===== src/rtl/spi_rr_sequencer_pkg.sv =====
// Shared definitions for the SPI round-robin sequencer: FSM encodings, default word length, helpers.
// Latency: n/a (declarations only).
// Backpressure: n/a.
package spi_rr_sequencer_pkg;

   // Default SPI word length, kept equal to the spi_master/spi_slave default.
   localparam int SPI_WORD_LEN_DEF = 8;

   // Sequencer FSM states, 3-bit encodings shared with the SPI master/slave collateral.
   typedef enum logic [2:0] {
      S_IDLE     = 3'd0,
      S_SETUP    = 3'd1,
      S_START    = 3'd2,
      S_WAIT_ACT = 3'd3,
      S_BUSY     = 3'd4,
      S_HOLD     = 3'd5
   } seq_state_t;

   // Larger of two integers, used to size the shared setup/hold counter.
   function automatic int max_int(input int a, input int b);
      return (a > b) ? a : b;
   endfunction

endpackage


===== src/rtl/spi_rr_pick.sv =====
// Round-robin picker: first set request at or after the pointer, wrapping modulo p_NUM_REQ.
// Latency: combinational, zero cycles.
// Backpressure: none; the sequencer only samples the result while idle.
module spi_rr_pick #(
   parameter int p_NUM_REQ = 2,
   parameter int p_IDX_W   = $clog2(p_NUM_REQ)
) (
   input  logic [p_NUM_REQ-1:0] i_req,
   input  logic [p_IDX_W-1:0]   i_ptr,
   output logic [p_NUM_REQ-1:0] o_gnt,
   output logic [p_IDX_W-1:0]   o_idx,
   output logic                 o_vld
);

   logic [p_IDX_W-1:0] w_cand;

   // Scan from the farthest offset down to the pointer so the nearest set request is written last and wins.
   always_comb begin
      w_cand = '0;
      o_gnt  = '0;
      o_idx  = '0;
      o_vld  = 1'b0;
      for (int off = p_NUM_REQ - 1; off >= 0; off--) begin
         w_cand = p_IDX_W'((int'(i_ptr) + off) % p_NUM_REQ);
         if (i_req[w_cand]) begin
            o_idx = w_cand;
            o_vld = 1'b1;
         end
      end
      if (o_vld) begin
         o_gnt[o_idx] = 1'b1;
      end
   end

endmodule


===== src/rtl/spi_rr_sequencer.sv =====
// Shares one spi_master between p_NUM_REQ requesters, round-robin, driving per-requester slave selects.
// Latency: o_ack -> o_m_dv = p_SS_SETUP+1 cycles; o_done -> next o_ack >= p_SS_HOLD+1 cycles.
// Backpressure: requests hold i_req until o_ack; optional watchdog via `define SPI_SEQ_TIMEOUT_EN.
module spi_rr_sequencer
   import spi_rr_sequencer_pkg::*;
#(
   parameter int p_NUM_REQ  = 2,
   parameter int p_WORD_LEN = SPI_WORD_LEN_DEF,
   parameter int p_SS_SETUP = 4,
   parameter int p_SS_HOLD  = 4,
   parameter int p_TIMEOUT  = 1023
) (
   input  logic                            i_clk,
   input  logic                            i_rst,
   input  logic [p_NUM_REQ-1:0]            i_req,
   input  logic [p_NUM_REQ*p_WORD_LEN-1:0] i_req_data,
   output logic [p_NUM_REQ-1:0]            o_ack,
   output logic [p_NUM_REQ-1:0]            o_done,
   output logic [p_NUM_REQ-1:0]            o_err,
   output logic [p_WORD_LEN-1:0]           o_rdata,
   output logic [p_WORD_LEN-1:0]           o_m_data,
   output logic                            o_m_dv,
   input  logic                            i_m_active,
   input  logic [p_WORD_LEN-1:0]           i_m_data,
   output logic [p_NUM_REQ-1:0]            o_ss,
   output logic                            o_busy
);

   localparam int lp_IDX_W = $clog2(p_NUM_REQ);
   localparam int lp_CNT_W = $clog2(max_int(p_SS_SETUP, p_SS_HOLD) + 1);

   // The counter is loaded with N-1 so a phase lasts exactly N cycles including the load edge's successor.
   localparam logic [lp_CNT_W-1:0] lp_SETUP_LD = lp_CNT_W'(p_SS_SETUP - 1);
   localparam logic [lp_CNT_W-1:0] lp_HOLD_LD  = lp_CNT_W'(p_SS_HOLD - 1);
   localparam logic [lp_IDX_W-1:0] lp_IDX_LAST = lp_IDX_W'(p_NUM_REQ - 1);

   // Reject configurations outside the supported range at elaboration time.
   if (p_NUM_REQ < 2 || p_NUM_REQ > 8 || p_SS_SETUP < 1 || p_SS_HOLD < 1 || p_TIMEOUT < 1) begin : g_param_check
      $error("spi_rr_sequencer: parameter out of range");
   end

   seq_state_t            r_state;
   logic [lp_CNT_W-1:0]   r_cnt;
   logic [lp_IDX_W-1:0]   r_ptr;
   logic [lp_IDX_W-1:0]   r_gnt_idx;
   logic [p_NUM_REQ-1:0]  r_ss;
   logic                  r_m_dv;
   logic [p_WORD_LEN-1:0] r_m_data;
   logic [p_WORD_LEN-1:0] r_rdata;
   logic [p_NUM_REQ-1:0]  r_ack;
   logic [p_NUM_REQ-1:0]  r_done;
   logic [p_NUM_REQ-1:0]  r_err;

   logic [p_NUM_REQ-1:0]  w_gnt;
   logic [lp_IDX_W-1:0]   w_idx;
   logic                  w_vld;
   logic [p_NUM_REQ-1:0]  w_cur_onehot;
   logic [lp_IDX_W-1:0]   w_ptr_next;
   logic                  w_wdog_hit;
   logic [p_WORD_LEN-1:0] w_slice [p_NUM_REQ];

   // Unpack the flat request-data bus into one word per requester.
   for (genvar k = 0; k < p_NUM_REQ; k++) begin : g_slice
      assign w_slice[k] = i_req_data[k*p_WORD_LEN +: p_WORD_LEN];
   end

   spi_rr_pick #(
      .p_NUM_REQ (p_NUM_REQ),
      .p_IDX_W   (lp_IDX_W)
   ) u_pick (
      .i_req (i_req),
      .i_ptr (r_ptr),
      .o_gnt (w_gnt),
      .o_idx (w_idx),
      .o_vld (w_vld)
   );

   // One-hot form of the requester currently owning the master, for done/err pulses.
   always_comb begin
      w_cur_onehot            = '0;
      w_cur_onehot[r_gnt_idx] = 1'b1;
   end

   // Pointer moves one past the requester just served so it cannot win twice in a row under contention.
   assign w_ptr_next = (r_gnt_idx == lp_IDX_LAST) ? '0 : r_gnt_idx + lp_IDX_W'(1);

`ifdef SPI_SEQ_TIMEOUT_EN
   localparam int                   lp_WDOG_W    = $clog2(p_TIMEOUT + 1);
   localparam logic [lp_WDOG_W-1:0] lp_WDOG_LAST = lp_WDOG_W'(p_TIMEOUT - 1);

   logic [lp_WDOG_W-1:0] r_wdog;
   logic                 w_in_xfer;

   assign w_in_xfer  = (r_state == S_WAIT_ACT) || (r_state == S_BUSY);
   assign w_wdog_hit = w_in_xfer && (r_wdog == lp_WDOG_LAST);

   // Count cycles spent waiting on the master; cleared whenever the transfer is not in flight.
   always_ff @(posedge i_clk or posedge i_rst) begin
      if (i_rst) begin
         r_wdog <= '0;
      end else if (w_in_xfer && !w_wdog_hit) begin
         r_wdog <= r_wdog + lp_WDOG_W'(1);
      end else begin
         r_wdog <= '0;
      end
   end
`else
   // Without the watchdog a stalled master holds the sequencer in WAIT_ACT/BUSY indefinitely.
   assign w_wdog_hit = 1'b0;
`endif

   // Main sequencer FSM with all outputs registered; pulses default low every cycle.
   always_ff @(posedge i_clk or posedge i_rst) begin
      if (i_rst) begin
         r_state   <= S_IDLE;
         r_cnt     <= '0;
         r_ptr     <= '0;
         r_gnt_idx <= '0;
         r_ss      <= '1;
         r_m_dv    <= 1'b0;
         r_m_data  <= '0;
         r_rdata   <= '0;
         r_ack     <= '0;
         r_done    <= '0;
         r_err     <= '0;
      end else begin
         r_ack  <= '0;
         r_done <= '0;
         r_err  <= '0;
         r_m_dv <= 1'b0;
         if (w_wdog_hit) begin
            // Master never finished: release the slave, report the abort, keep the rotation moving.
            r_err   <= w_cur_onehot;
            r_ss    <= '1;
            r_ptr   <= w_ptr_next;
            r_cnt   <= lp_HOLD_LD;
            r_state <= S_HOLD;
         end else begin
            case (r_state)
               S_IDLE: begin
                  // After a reset the master may still be shifting; only grant once it is quiet.
                  if (w_vld && !i_m_active) begin
                     r_gnt_idx <= w_idx;
                     r_m_data  <= w_slice[w_idx];
                     r_ack     <= w_gnt;
                     r_ss      <= ~w_gnt;
                     r_cnt     <= lp_SETUP_LD;
                     r_state   <= S_SETUP;
                  end
               end
               S_SETUP: begin
                  if (r_cnt == '0) begin
                     r_state <= S_START;
                  end else begin
                     r_cnt <= r_cnt - lp_CNT_W'(1);
                  end
               end
               S_START: begin
                  r_m_dv  <= 1'b1;
                  r_state <= S_WAIT_ACT;
               end
               S_WAIT_ACT: begin
                  if (i_m_active) begin
                     r_state <= S_BUSY;
                  end
               end
               S_BUSY: begin
                  if (!i_m_active) begin
                     r_rdata <= i_m_data;
                     r_done  <= w_cur_onehot;
                     r_ss    <= '1;
                     r_ptr   <= w_ptr_next;
                     r_cnt   <= lp_HOLD_LD;
                     r_state <= S_HOLD;
                  end
               end
               S_HOLD: begin
                  if (r_cnt == '0) begin
                     r_state <= S_IDLE;
                  end else begin
                     r_cnt <= r_cnt - lp_CNT_W'(1);
                  end
               end
               default: begin
                  r_ss    <= '1;
                  r_state <= S_IDLE;
               end
            endcase
         end
      end
   end

   assign o_ack    = r_ack;
   assign o_done   = r_done;
   assign o_err    = r_err;
   assign o_rdata  = r_rdata;
   assign o_m_data = r_m_data;
   assign o_m_dv   = r_m_dv;
   assign o_ss     = r_ss;
   assign o_busy   = (r_state != S_IDLE);

endmodule


===== config.mk =====
export PLATFORM = sky130hd
export DESIGN_NAME = spi_rr_sequencer
export DESIGN_NICKNAME = d
export VERILOG_FILES = /design/src/rtl/spi_rr_sequencer_pkg.sv /design/src/rtl/spi_rr_pick.sv /design/src/rtl/spi_rr_sequencer.sv
export SDC_FILE = /design/constraint.sdc
export NUM_CORES = 1
export LEC_CHECK = 0
export CAP_MARGIN = 25
export CORE_MARGIN = 2
export CORE_UTILIZATION = 41
export CTS_BUF_LIST = sky130_fd_sc_hd__clkbuf_4
export DETAILED_ROUTE_END_ITERATION = 7
export GPL_TIMING_DRIVEN = 0
export HOLD_SLACK_MARGIN = 0.05
export PLACE_DENSITY = 0.78
export SLEW_MARGIN = 20
export SYNTH_ARGS = -nofsm -noshare
export SYNTH_HDL_FRONTEND = slang
export SYNTH_SLANG_ARGS = --single-unit

===== constraint.sdc =====
create_clock -name i_clk -period 1.8 [get_ports i_clk]
set_clock_uncertainty 0.2 [all_clocks]
set_input_delay 0.36 -clock i_clk [delete_from_list [all_inputs] [get_ports i_clk]]
set_output_delay 0.36 -clock i_clk [all_outputs]
set_load 0.01 [all_outputs]

==> PnR_summary.wiki <==
{| class="wikitable"
! Metric !! Value
|-
| Routability congestion estimate || 0.781
|-
| Top cells by instance count after synthesis || dfrtp_1, mux2_2, a21oi_1, inv_1, o21ai_0
|-
| Number of buffers created by CTS || 5
|-
| Post-synth EDFFs || 0
|-
| Width of the die || 64.3 um
|-
| Max incr delay on CP || 390 ps
|-
| Most common cell in the synthesized netlist || dfrtp_1
|-
| Drt wl/cell || 14.7 um
|-
| Aggregate global-route resource usage || 18.1%
|-
| Share of the yosys chip area belonging to registers || 52.3%
|-
| Biggest area consumer among synthesized cells || dfrtp_1
|-
| Distinct cell type count after synthesis || 36
|-
| Half-perimeter wire length after detailed placement || 2.48 mm
|-
| ANT nets after route || 0
|-
| Final setup violation count || 8
|-
| Max Used Layer || met4
|-
| Min setup slack post-route || -115 ps
|-
| Category of the worst setup path capture point || output pin
|-
| Net count of the finished layout || 232
|-
| Layout Utilization || between 60% and 70%
|-
| Proportion of layout cells with a drive suffix above 1 || 23.8%
|-
| Area added between synthesis and finish || 51.9%
|-
| Final count of pins violating max slew || 0
|-
| Clk buf depth || 2
|-
| Max Cap Viol || 0
|-
| Placement-stage cell area || 0.00207 sq mm
|-
| Path length in cells of the critical path || 3
|-
| CP Max Fanout || 7
|-
| PwrDens || 1460 mW/mm^2
|-
| Leading cell types by total area after synthesis || dfrtp_1, mux2_2, nand3b_1, dfstp_2, a31oi_1
|-
| Number of placed I/O pins || 55
|-
| Detailed route wirelength on metal3 || a little under 300 um
|-
| Kind of cell with the highest combined delay on the critical path || simple AND/OR/NAND/NOR gates
|-
| Status || finished with violations
|-
| # clock sinks || 31
|-
| Critical Path End || o_busy
|-
| Leak pwr || about 0.0011 uW
|-
| Starting density of the core || 43.6%
|-
| Final period demand of the worst path || 1910 ps
|-
| Normalized max-slew margin || 58.4%
|-
| Required @ worst endpoint || ~1200 ps
|-
| Buffers on Ports || 52
|-
| Routed metal-1 wire length || 1.38 mm
|-
| Worst endpoint data arrival time || 1350 ps
|-
| Number of storage elements in the synthesis netlist || 31
|-
| Average instance area after synthesis || 11.1 sq um
|-
| Classification of the worst setup path || reg -> out
|-
| Hold Crit Class || in -> async
|-
| CP Buf/Inv Count || 2
|-
| GRT overflow || 0
|-
| Summed instance area of the synthesized netlist || roughly 0.0015 sq mm
|-
| Clock latency on the worst-skew pair || 330 ps
|-
| Post-Synthesis Cells || 134
|-
| Critical-path cell list || buf_6, or3_4, buf_6
|-
| Slew at the pin closest to its max-slew limit || 623 ps
|-
| Area share of the largest cell type after synthesis || 48.7%
|-
| DRC errors left || 0
|-
| Clock transition at path regs || 110 ps
|-
| Total Neg Setup Slack || -230 ps
|-
| Fmax || 522 MHz
|-
| R2r endpoint || o_rdata[2]
|-
| DIE AREA || between 0.004 and 0.005 sq mm
|-
| Number of failing hold endpoints at the final stage || 0
|-
| Starting DRC count in detailed routing || 49
|-
| Clk root buf || clkbuf_4
|-
| Top flip-flop cell by instance count after synthesis || dfrtp_1
|-
| Violated checks || negative setup slack
|-
| Pre-CTS setup slack || -494 ps
|-
| Final routed wirelength across all metal layers || 3.65 mm
|-
| Reg2Reg Launch Point || r_state[1]
|-
| Final-layout fill cell count || ~270
|-
| Yosys Warn Count || 0
|-
| Post-Layout Inst Area || 0.00226 sq mm
|-
| Part of the cycle the worst path needs || 106%
|-
| Critical path's slowest cell || or3_4
|-
| Register-to-register setup slack || -30 ps
|-
| Via count of the first global-routing pass || 1195
|-
| Die height || 64.3 um
|-
| Core area || between 0.003 and 0.004 sq mm
|-
| Wire length of the first global-routing pass || 5.66 mm
|-
| Type of origin of the critical path || flop
|-
| Max rail drop VDD || 0.675 mV
|-
| Largest net degree at the start of global routing || 32
|-
| Fraction of registers with async set or reset after synthesis || 100%
|-
| Row count || 21
|-
| Antenna violations before repair || 0
|-
| Clock H-tree levels || 2
|-
| Met2 wire len || 1.91 mm
|-
| Count of inserted antenna diode cells || 0
|-
| TritonCTS clock tree || yes
|-
| Top cell by count, worst path || buf_6
|-
| Vias per inst || around 5.2
|-
| RSZ-0062 raised after global routing || true
|-
| Hold-fix buffer count after cts || 0
|-
| Via total after detailed routing || 1291
|-
| Number of iterations in the first detailed-routing pass || 4
|-
| Startpoint of the worst setup timing path || r_state[2]
|-
| Register-to-Register Path Depth || 4
|}
==> per-stage QoR <==
stage | hold slack, ps | total power [uW] | instances
3_5_place_dp | 243 | 2770 | 233
3_3_place_gp | 224 | 2680 | 233
4_1_cts | 233 | 3230 | 242
2_1_floorplan | 215 | 2050 | 135
5_1_grt | 262 | 3540 | 248
6_report | 219 | 3310 | 248
==> power breakdown <==
part	total (uW)	internal, uW	switching [uW]
Sequential	1190	1010	176
Combinational	1600	886	711
Clock	529	286	243
Total	3310	2180	1130
==> what timing repair did <==
| item | in CTS | in global routing |
|---|---|---|
| pin swaps | 1 | 4 |
| resized for setup | 20 | 20 |
| endpoints found under the setup margin | 33 | 25 |
| gates cloned | 0 | 2 |
| setup buffers | 2 | 4 |
| hold endpoints to repair | 0 | 0 |
==> layout make-up <==
class                           count  area, sq um  area share (%)
Clock inverter                      3         38.8            1.71
Buffer                              9         78.8            3.48
Timing Repair Buffer               60          609            26.9
Sequential cell                    31          779            34.5
Inverter                            9         33.8            1.49
Tap cell                           46         57.6            2.54
Multi-Input combinational cell     85          627            27.7
Clock buffer                        5         37.5            1.66
==> worst min path at each step <==
stage	endpoint	slack, ps	depth (start not counted)
2_1_floorplan	o_done[0]	210	1
3_3_place_gp	o_done[0]	220	1
3_5_place_dp	o_done[0]	240	1
4_1_cts	r_state[0]	230	2
5_1_grt	r_state[0]	260	2
6_report	r_state[0]	220	2
==> worst reg2reg max path, cell delays in order (launching register included) <==
cell,delay (ps)
dfrtp_1,400
buf_4,140
or4b_4,550
clkbuf_16,180
mux2_2,260
==> cell families after synthesis <==
family | share of synthesized area [%]
multiplexers | 8.24
other | 0.252
AO/OA/AOI/OAI | 15.3
adder cells (fa/ha/maj) | 1.68
AND/OR/NAND/NOR | 15.4
flip-flops | 52.3
buffers and inverters | 6.89
==> cells in the final DEF (no fill, tap or decap), types with 2 or more instances in the layout <==
cell type and n:
a21oi_1 9, a2bb2oi_1 2, a31oi_1 8, and2_1 3
buf_4 6, buf_6 6, clkbuf_2 3, clkbuf_4 5
clkdlybuf4s50_1 31, conb_1 2, dfrtp_1 28, dfstp_2 2
dlygate4sd2_1 12, dlymetal6s2s_1 8, ha_1 2, inv_1 8
mux2_2 10, nand2b_1 2, nand3b_1 8, nor2_1 7
o21ai_0 9, o22ai_1 3, or3_4 2
==> flip-flops by register name, summed over array words and instances (netlist names) <==
register   count
r_gnt_idx      1
o_ack          2
o_done         2
o_rdata        8
r_cnt          3
r_state        3
o_ss           2
r_ptr          1
o_m_data       8
o_m_dv         1
==> routing by layer <==
metal / vias to the layer above / track usage (%)
li1: 605 / -
met1: 619 / 20.9
met2: 59 / 30.5
met3: 8 / 6.34
met4: 0 / 7.71
met5: - / 0
Note: power is estimated with default switching activity, not from simulation.
